**src/rtl/fifo_trans_recorder_if.sv**
```systemverilog
// Trace-record stream of fifo_trans_recorder: one packed record per valid/ready beat.
interface fifo_trans_recorder_if #(
    parameter int unsigned REC_W = 34
);
    logic             rec_valid_o;
    logic             rec_ready_i;
    logic [REC_W-1:0] rec_data_o;

    modport master (output rec_valid_o, output rec_data_o, input rec_ready_i);
    modport slave  (input rec_valid_o, input rec_data_o, output rec_ready_i);
endinterface

```
**src/rtl/fifo_trans_recorder.sv**
```systemverilog
// Passive valid/yumi FIFO port recorder: timestamped trace records, occupancy model, error flags.
// Optional data scoreboard enabled by defining FIFO_TRANS_SCOREBOARD_EN.
module fifo_trans_recorder #(
    parameter int unsigned WIDTH       = 8,
    parameter int unsigned DEPTH       = 16,
    parameter int unsigned TRACE_DEPTH = 8,
    parameter int unsigned TS_W        = 16,
    localparam int unsigned REC_W      = TS_W + 2 + 2 * WIDTH,
    localparam int unsigned OCC_W      = $clog2(DEPTH + 1)
) (
    input  logic                  clk,
    input  logic                  reset,
    input  logic                  dut_reset_i,
    input  logic                  valid_i,
    input  logic                  yumi_i,
    input  logic [WIDTH-1:0]      data_i,
    input  logic [WIDTH-1:0]      data_o_i,
    fifo_trans_recorder_if.master rec_if,
    output logic [OCC_W-1:0]      occupancy_o,
    output logic                  err_underflow_o,
    output logic                  err_overflow_o,
    output logic                  err_data_o,
    output logic [7:0]            drop_cnt_o
);

    localparam int unsigned TP_W     = $clog2(TRACE_DEPTH);
    localparam logic [1:0]  OP_RESET = 2'b00;

    logic [TS_W-1:0]  r_ts;
    logic             r_dut_rst;
    logic [REC_W-1:0] r_mem [TRACE_DEPTH];
    logic [TP_W:0]    r_wr_ptr;
    logic [TP_W:0]    r_rd_ptr;
    logic [OCC_W-1:0] r_occ;
    logic             r_err_unf;
    logic             r_err_ovf;
    logic [7:0]       r_drop;

    logic [TS_W-1:0]  w_ts_next;
    logic             w_enq;
    logic             w_deq;
    logic             w_rst_edge;
    logic             w_rec_new;
    logic [1:0]       w_op;
    logic [WIDTH-1:0] w_enq_word;
    logic [WIDTH-1:0] w_deq_word;
    logic [REC_W-1:0] w_rec;
    logic             w_empty;
    logic             w_full;
    logic             w_pop;
    logic             w_push;
    logic             w_drop;
    logic [OCC_W-1:0] w_occ_next;
    logic             w_unf_set;
    logic             w_ovf_set;

    // A record carries the timestamp value the counter takes on its sampling edge.
    assign w_ts_next  = r_ts + 1'b1;
    assign w_enq      = valid_i & ~dut_reset_i;
    assign w_deq      = yumi_i & ~dut_reset_i;
    assign w_rst_edge = dut_reset_i & ~r_dut_rst;
    assign w_rec_new  = w_rst_edge | w_enq | w_deq;
    assign w_op       = dut_reset_i ? OP_RESET : {w_enq, w_deq};
    assign w_enq_word = w_enq ? data_i : '0;
    assign w_deq_word = w_deq ? data_o_i : '0;
    assign w_rec      = {w_ts_next, w_op, w_enq_word, w_deq_word};

    assign w_empty = (r_wr_ptr == r_rd_ptr);
    assign w_full  = (r_wr_ptr[TP_W] != r_rd_ptr[TP_W]) &&
                     (r_wr_ptr[TP_W-1:0] == r_rd_ptr[TP_W-1:0]);
    assign w_pop   = ~w_empty & rec_if.rec_ready_i;
    assign w_push  = w_rec_new & (~w_full | w_pop);
    assign w_drop  = w_rec_new & w_full & ~w_pop;

    always_comb begin
        w_occ_next = r_occ;
        w_unf_set  = 1'b0;
        w_ovf_set  = 1'b0;
        if (dut_reset_i) begin
            w_occ_next = '0;
        end else if (w_enq && !w_deq) begin
            if (r_occ == OCC_W'(DEPTH)) begin
                w_ovf_set = 1'b1;
            end else begin
                w_occ_next = r_occ + 1'b1;
            end
        end else if (w_deq) begin
            // BOTH at zero is an underflow and leaves the model empty.
            if (r_occ == '0) begin
                w_unf_set = 1'b1;
            end else if (!w_enq) begin
                w_occ_next = r_occ - 1'b1;
            end
        end
    end

    always_ff @(posedge clk) begin
        if (reset) begin
            r_ts      <= '0;
            r_dut_rst <= 1'b0;
            r_wr_ptr  <= '0;
            r_rd_ptr  <= '0;
            r_occ     <= '0;
            r_err_unf <= 1'b0;
            r_err_ovf <= 1'b0;
            r_drop    <= '0;
        end else begin
            r_ts      <= w_ts_next;
            r_dut_rst <= dut_reset_i;
            r_occ     <= w_occ_next;
            if (w_push) r_wr_ptr <= r_wr_ptr + 1'b1;
            if (w_pop) r_rd_ptr <= r_rd_ptr + 1'b1;
            if (w_unf_set) r_err_unf <= 1'b1;
            if (w_ovf_set) r_err_ovf <= 1'b1;
            if (w_drop && (r_drop != 8'hFF)) r_drop <= r_drop + 1'b1;
        end
    end

    always_ff @(posedge clk) begin
        if (!reset && w_push) begin
            r_mem[r_wr_ptr[TP_W-1:0]] <= w_rec;
        end
    end

    assign rec_if.rec_valid_o = ~w_empty;
    assign rec_if.rec_data_o  = r_mem[r_rd_ptr[TP_W-1:0]];
    assign occupancy_o        = r_occ;
    assign err_underflow_o    = r_err_unf;
    assign err_overflow_o     = r_err_ovf;
    assign drop_cnt_o         = r_drop;

`ifdef FIFO_TRANS_SCOREBOARD_EN
    localparam int unsigned SP_W = (DEPTH > 1) ? $clog2(DEPTH) : 1;

    logic [WIDTH-1:0] r_shadow [DEPTH];
    logic [SP_W-1:0]  r_sh_head;
    logic [SP_W-1:0]  r_sh_tail;
    logic             r_err_data;
    logic             w_sh_push;
    logic             w_sh_pop;
    logic             w_cmp;
    logic [WIDTH-1:0] w_cmp_ref;

    function automatic logic [SP_W-1:0] sh_inc(input logic [SP_W-1:0] p);
        return (p == SP_W'(DEPTH - 1)) ? '0 : p + 1'b1;
    endfunction

    // An empty-model BOTH is a pass-through, so the dequeued word must equal data_i.
    always_comb begin
        w_sh_push = w_enq && (w_deq ? (r_occ != '0) : (r_occ != OCC_W'(DEPTH)));
        w_sh_pop  = w_deq && (r_occ != '0);
        w_cmp     = w_deq && ((r_occ != '0) || w_enq);
        w_cmp_ref = (r_occ == '0) ? data_i : r_shadow[r_sh_head];
    end

    always_ff @(posedge clk) begin
        if (reset || dut_reset_i) begin
            r_sh_head <= '0;
            r_sh_tail <= '0;
        end else begin
            if (w_sh_pop) r_sh_head <= sh_inc(r_sh_head);
            if (w_sh_push) r_sh_tail <= sh_inc(r_sh_tail);
        end
    end

    always_ff @(posedge clk) begin
        if (reset) begin
            r_err_data <= 1'b0;
        end else if (w_cmp && (data_o_i != w_cmp_ref)) begin
            r_err_data <= 1'b1;
        end
    end

    always_ff @(posedge clk) begin
        if (!reset && w_sh_push) begin
            r_shadow[r_sh_tail] <= data_i;
        end
    end

    assign err_data_o = r_err_data;
`else
    assign err_data_o = 1'b0;
`endif

endmodule

```
**src/flat_wrapper.sv**
```systemverilog
// flat-port wrapper written by rule: the top's interface ports become plain ports
module fifo_trans_recorder_flat 
#(
    parameter int unsigned WIDTH       = 8,
    parameter int unsigned DEPTH       = 16,
    parameter int unsigned TRACE_DEPTH = 8,
    parameter int unsigned TS_W        = 16,
    localparam int unsigned REC_W      = TS_W + 2 + 2 * WIDTH,
    localparam int unsigned OCC_W      = $clog2(DEPTH + 1)
)
  (clk, reset, dut_reset_i, valid_i, yumi_i, data_i, data_o_i, occupancy_o, err_underflow_o, err_overflow_o, err_data_o, drop_cnt_o, rec_if_rec_valid_o, rec_if_rec_data_o, rec_if_rec_ready_i);
  fifo_trans_recorder_if #(.REC_W((TS_W + 2 + 2 * WIDTH))) rec_if_i ();
  input  logic clk;
  input  logic reset;
  input  logic dut_reset_i;
  input  logic valid_i;
  input  logic yumi_i;
  input  logic [WIDTH-1:0] data_i;
  input  logic [WIDTH-1:0] data_o_i;
  output logic [OCC_W-1:0] occupancy_o;
  output logic err_underflow_o;
  output logic err_overflow_o;
  output logic err_data_o;
  output logic [7:0] drop_cnt_o;
  output wire logic [$bits(rec_if_i.rec_valid_o)-1:0] rec_if_rec_valid_o;
  output wire logic [$bits(rec_if_i.rec_data_o)-1:0] rec_if_rec_data_o;
  input wire logic [$bits(rec_if_i.rec_ready_i)-1:0] rec_if_rec_ready_i;
  assign rec_if_rec_valid_o = rec_if_i.rec_valid_o;
  assign rec_if_rec_data_o = rec_if_i.rec_data_o;
  assign rec_if_i.rec_ready_i = rec_if_rec_ready_i;
  fifo_trans_recorder #(.WIDTH(WIDTH), .DEPTH(DEPTH), .TRACE_DEPTH(TRACE_DEPTH), .TS_W(TS_W)) u_core (.clk(clk), .reset(reset), .dut_reset_i(dut_reset_i), .valid_i(valid_i), .yumi_i(yumi_i), .data_i(data_i), .data_o_i(data_o_i), .rec_if(rec_if_i), .occupancy_o(occupancy_o), .err_underflow_o(err_underflow_o), .err_overflow_o(err_overflow_o), .err_data_o(err_data_o), .drop_cnt_o(drop_cnt_o));
endmodule
```
**config.mk**
```make
export PLATFORM = sky130hd
export DESIGN_NAME = fifo_trans_recorder_flat
export DESIGN_NICKNAME = d
export VERILOG_FILES = /design/src/rtl/fifo_trans_recorder_if.sv /design/src/rtl/fifo_trans_recorder.sv /design/src/flat_wrapper.sv
export SDC_FILE = /design/constraint.sdc
export NUM_CORES = 1
export LEC_CHECK = 0
export BUFFER_PORTS_ARGS = -buffer_cell sky130_fd_sc_hd__clkbuf_2
export CAP_MARGIN = 25
export CORE_MARGIN = 3
export CORE_UTILIZATION = 55
export CTS_BUF_LIST = sky130_fd_sc_hd__clkbuf_16
export DETAILED_ROUTE_END_ITERATION = 8
export HOLD_SLACK_MARGIN = 0.05
export PLACE_DENSITY = 0.74
export SLEW_MARGIN = 5
export SYNTH_ARGS = -nofsm -noshare
export SYNTH_HDL_FRONTEND = slang
export SYNTH_SLANG_ARGS = --single-unit
export TNS_END_PERCENT = 30
```
**constraint.sdc**
```tcl
create_clock -name clk -period 4.9 [get_ports clk]
set_clock_uncertainty 0.1 [all_clocks]
set_input_delay 0.98 -clock clk [delete_from_list [all_inputs] [get_ports clk]]
set_output_delay 0.98 -clock clk [all_outputs]
set_load 0.02 [all_outputs]
```
After elaboration in Yosys (flattened, before gate mapping)
Memories as Yosys holds them, arrays and structs flattened. A register that Yosys moved wholly into a read port is not among the register bits. Index checks and enable logic that the tools add are counted.

Shifts and indexed selects: 0. $lt $le $gt $ge: 0. Muxes and demuxes: 19. Eq/ne operators: 8. Reduce and logical (&&, ||, !) cells: 10. Bitwise operators: 15. Multipliers: 0. Divide/modulo/power cells: 0. Add/subtract/negate cells: 6.

Operators by type and width (count): 5-bit two-way mux (5); 16-bit by 1-bit adder with 16-bit output (second input constant) (1); 8-bit two-way mux (2); 1-bit two-way mux (9); 4-bit by 1-bit adder with 4-bit output (second input constant) (2); 8-bit by 1-bit adder with 8-bit output (second input constant) (1); 8-bit inequality test (second input constant) (1); 1-bit bitwise AND (7); 3-bit two-way mux (2); 5-bit by 1-bit adder with 5-bit output (second input constant) (1); 5-bit == test (second input constant) (1); 5-bit zero test (1); 1-bit NOT (5); 5-bit by 1-bit subtractor with 5-bit output (second input constant) (1); 4-bit == test (1); 1-bit logical AND (4); 2-bit inequality test (second input constant) (2); 4-bit AND reduction (1); 3-bit == test (1); 1-bit bitwise OR (3); 1-bit zero test (2); 2-bit two-way mux (1); 2-bit by 1-bit inequality test with 1-bit output (second input constant) (1); 2-bit nonzero test (1); 2 further kinds (2).

Memories: 1. Bits in latches: 0. RAM bits: 272. Input bits: 22. Output and inout bits: 51. Word-level logic and storage cells: 67. Register bits: 40. ROM bits: 0.

Memories: u_core.r_mem (words 8, width 34, read ports 1, clocked after memory_dff 1, wr ports 1, line fifo_trans_recorder.sv:31) `logic [REC_W-1:0] r_mem [TRACE_DEPTH];`.

Longest topological paths before layout
Depth after elaboration: 8. Gate-level depth with buffers: 11. Gate-level depth less buffers: 10.

Worst setup path before layout
No wires, ideal clock.

Path type: input to register. Start: input dut_reset_i. End: memory u_core.r_mem[4][0] (enable). Data required time: 4.333 ns. Setup time: 0.467 ns. Path buffers: 0. Stages: 5. Path slack: 0.303 ns. Arrival: 4.030 ns. Cells stage by stage: nand2_1 o31ai_1 a21oi_1 nand3b_1 nor3_1.

Cells in the longest elaborated chain, start to end: 8. Elaborated cells on any way between the ends: 10. Classes of those cells: mux: 2; bitwise: 7; reduce/logical: 1.

Ends and longest elaborated chain: start, declared (line flat_wrapper.sv:15) `input logic dut_reset_i;`; 1-bit NOT (line fifo_trans_recorder.sv:59, fifo_trans_recorder.sv:60); 1-bit bitwise AND (line fifo_trans_recorder.sv:59) `assign w_enq = valid_i & ~dut_reset_i;`; 1-bit bitwise OR (line fifo_trans_recorder.sv:62) `assign w_rec_new = w_rst_edge | w_enq | w_deq;`; 1-bit bitwise OR (*) (line fifo_trans_recorder.sv:62); 1-bit bitwise AND (*) (line fifo_trans_recorder.sv:72) `assign w_push = w_rec_new & (~w_full | w_pop);`; 1-bit logical AND (*) (line fifo_trans_recorder.sv:120) `if (!reset && w_push) begin`; 1-bit two-way mux (*) (line fifo_trans_recorder.sv:120); 1-bit two-way mux (implied by the code) (*) (line fifo_trans_recorder.sv:121) `r_mem[r_wr_ptr[TP_W-1:0]] <= w_rec;`; end, declared (line fifo_trans_recorder.sv:31).

Every way passes the cells marked *; elsewhere a longest branch is shown, timed or not.

==> impl_metrics.env <==
export IMPL_status="completed"
export IMPL_post_route_util_pct=64.23
export IMPL_dp_cells=983
export IMPL_ys_flop_type="edfxtp_1"
export IMPL_synth_area_per_cell_um2=19.20
export IMPL_place_hpwl_um=13640
export IMPL_synth_top_family_by_area="multiplexers"
export IMPL_slew_viol_final=0
export IMPL_fin_area_mm2=0.01410
export IMPL_synthXorXnorAreaFrac_pct=2.176
export IMPL_htreeDepth=1
export IMPL_post_drt_wl_per_cell_um=22.42
export IMPL_ctsHoldBuffers=0
export IMPL_post_route_period_util_pct=79.11
export IMPL_synth_simple_area_share_pct=5.110
export IMPL_multi_input_area_mm2=0.003221
export IMPL_coreArea_mm2=0.02196
export IMPL_ys_ff_latch=315
export IMPL_worstMarginPinSlew_ps=981.9
export IMPL_critical_path_class="reg -> out"
export IMPL_dp_slack_ps=1381
export IMPL_max_slew_margin_rel_pct=34.54
export IMPL_period_minus_slack_ps=3876
export IMPL_setup_ws_ps=1024
export IMPL_setup_tns_ps=0
export IMPL_grt_ovfl_total=0
export IMPL_grt_usage_pct=19.51
export IMPL_synth_edff_count=272
export IMPL_maxCapViolations=0
export IMPL_num_vias=6096
export IMPL_finalPower_mw=6.318
export IMPL_synth_fp_nets=675
export IMPL_ir_drop_v=0.0002918
export IMPL_clock_latency_ps=540
export IMPL_grt_pass1_vias=6558
export IMPL_synthMuxAreaShare_pct=15.73
export IMPL_placed_area_mm2=0.01312
export IMPL_hold_violations=0
export IMPL_whs_ps=378.5
export IMPL_routed_wl_um=23340
export IMPL_dieArea_mm2=0.02432
export IMPL_synth_cell_area_mm2=0.01236
export IMPL_cts_num_sinks=315
export IMPL_dr_pass1_iters=5
export IMPL_start_kind="flop"
export IMPL_drtIter0Drc=448
export IMPL_grt_pass1_wl_um=36760
export IMPL_rows=54
export IMPL_async_flop_share_pct=0
export IMPL_antenna_left=0
export IMPL_grt_max_degree=69
export IMPL_fin_cells=1041
export IMPL_viasPerCell=5.856
export IMPL_synth_compound_area_share_pct=1.589
export IMPL_ios=73
export IMPL_yosysUniqueCellTypes=41
export IMPL_gp_congestion=0.7943
export IMPL_drive_gt1_share_pct=33.51
export IMPL_postCtsResizedCells=0
export IMPL_cts_setup_buffers=0
export IMPL_synth_warnings=0
export IMPL_portBuffers=71
export IMPL_hp_class="reg -> reg"
export IMPL_die_w_um=155.9
export IMPL_rsz0062_at_grt="no"
export IMPL_p_per_area_mw_per_mm2=448.0
export IMPL_clkSlewWorstSetupHoldPaths_ps=70
export IMPL_seq_area_frac_synth_pct=73.02
export IMPL_start_util_pct=56.31
export IMPL_cts_root_buffer="clkbuf_16"
export IMPL_p_leak_nw=4.756
export IMPL_syn_inst=644
export IMPL_path_max_fanout=31
export IMPL_tritoncts="done"
export IMPL_cp_end_kind="output pin"
export IMPL_drc=0
export IMPL_diodes=0
export IMPL_required_ps=3820
export IMPL_die_y_um=155.9
export IMPL_area_growth_syn_to_layout_pct=14.07
export IMPL_cts_max_path_buffers=3
export IMPL_antenna_found_initial=0
export IMPL_setup_viol_count_final=0
export IMPL_synthAdderAreaFrac_pct=0.9715
export IMPL_n_fill_cell=1445
export IMPL_finish_net_count=768
export IMPL_max_freq_ghz=0.2580
export IMPL_ff_latch_area_mm2=0.009035
export IMPL_arrival_ps=2800
export IMPL_numCtsBuffers=31
cell usage in the layout, fill, tap and decap left out, types with 3 or more instances in the layout:
| master | count |
|---|---|
| a21oi_1 | 16 |
| and2_1 | 16 |
| and3_1 | 3 |
| buf_4 | 18 |
| clkbuf_16 | 31 |
| clkbuf_2 | 71 |
| clkinv_1 | 6 |
| clkinv_2 | 5 |
| clkinvlp_4 | 5 |
| dfxtp_1 | 40 |
| edfxtp_1 | 272 |
| ha_1 | 8 |
| inv_1 | 13 |
| mux2_2 | 34 |
| mux2i_1 | 3 |
| mux4_2 | 68 |
| nand2_1 | 15 |
| nand2b_1 | 3 |
| nand3_1 | 14 |
| nor2_1 | 22 |
| nor2_4 | 6 |
| nor2b_1 | 18 |
| o21ai_0 | 5 |
| o31ai_1 | 4 |
| or3_1 | 5 |
| or4_1 | 3 |
| xnor2_1 | 18 |
| xor2_1 | 9 |
routing by layer:
metal / vias to the layer above / share of wire [%] / GRT usage [%]
met1: 3116 / 42 / 27.46
met5: - / 0 / 0
met3: 41 / 6.6 / 3.024
met2: 209 / 50 / 32.35
li1: 2730 / - / -
met4: 0 / 1.8 / 5.467
state kept, by name, indices dropped and copies added, names as in the netlist, named ones only:
register / flops
u_core.r_dut_rst: 1
u_core.occupancy_o: 5
u_core.r_rd_ptr: 4
u_core.r_wr_ptr: 4
u_core.r_ts: 16
u_core.drop_cnt_o: 8
u_core.err_underflow_o: 1
u_core.r_mem: 272
u_core.err_overflow_o: 1
power by group:
part / switching, mW / internal (mW)
registers: 0.0956 / 2.99
clock network: 0.960 / 1.25
logic: 0.522 / 0.494
layout make-up:
type / count / area share, %
repair buffers: 90 / 3.620
clock buffers: 31 / 5.500
multi-input cells: 292 / 22.84
flip-flops and latches: 315 / 64.06
clock inverters: 26 / 1.313
well taps: 280 / 2.484
inverters: 7 / 0.1863
critical path, stage by stage (launching register included):
cell	delay, ps
dfxtp_4	770
buf_4	410
mux4_2	550
mux2_2	320
clkbuf_2	170
final timing paths:
path,endpoint,depth (start not counted),slack [ps],from
setup reg to reg,u_core.r_mem[5][31]$_DFFE_PP_,6,1790,u_core.r_wr_ptr[0]$_SDFFE_PP0P_
hold reg to reg,u_core.err_overflow_o$_SDFFE_PP0P_,2,380,u_core.err_overflow_o$_SDFFE_PP0P_
hold / removal,u_core.err_overflow_o$_SDFFE_PP0P_,2,380,u_core.err_overflow_o$_SDFFE_PP0P_
setup / recovery,rec_if_rec_data_o[24],4,1020,flop
cell usage after synthesis, types with 2 or more instances:
library cell	count	area share [%]
or4_1	3	0.18
mux4_2	68	12
nor3_1	4	0.16
o31ai_1	4	0.24
nand3_1	14	0.57
o21ai_0	5	0.20
nor2b_1	18	0.91
nand2_1	15	0.46
and2_1	16	0.81
nor2_1	28	0.85
a21oi_1	16	0.65
mux2i_1	3	0.24
or3_1	5	0.25
xor2_1	9	0.64
edfxtp_1	272	66
and3_1	3	0.15
clkbuf_1	16	0.49
ha_1	8	0.81
inv_1	7	0.21
nand4_1	2	0.10
xor2_2	2	0.26
buf_2	7	0.28
a211oi_1	2	0.12
nand2b_1	3	0.15
buf_6	2	0.18
a21o_1	2	0.12
dfxtp_1	43	7.0
buf_1	3	0.091
buf_4	2	0.12
mux2_2	34	3.1
xnor2_1	18	1.3
cell families after synthesis:
logic type      Yosys count
mux                     105
fa+ha+maj                 9
buf+inv                  37
other cells               1
compound gates           32
flops                   315
simple gates            116
xor+xnor                 29
No activity file was read; power rests on OpenSTA's default activity.
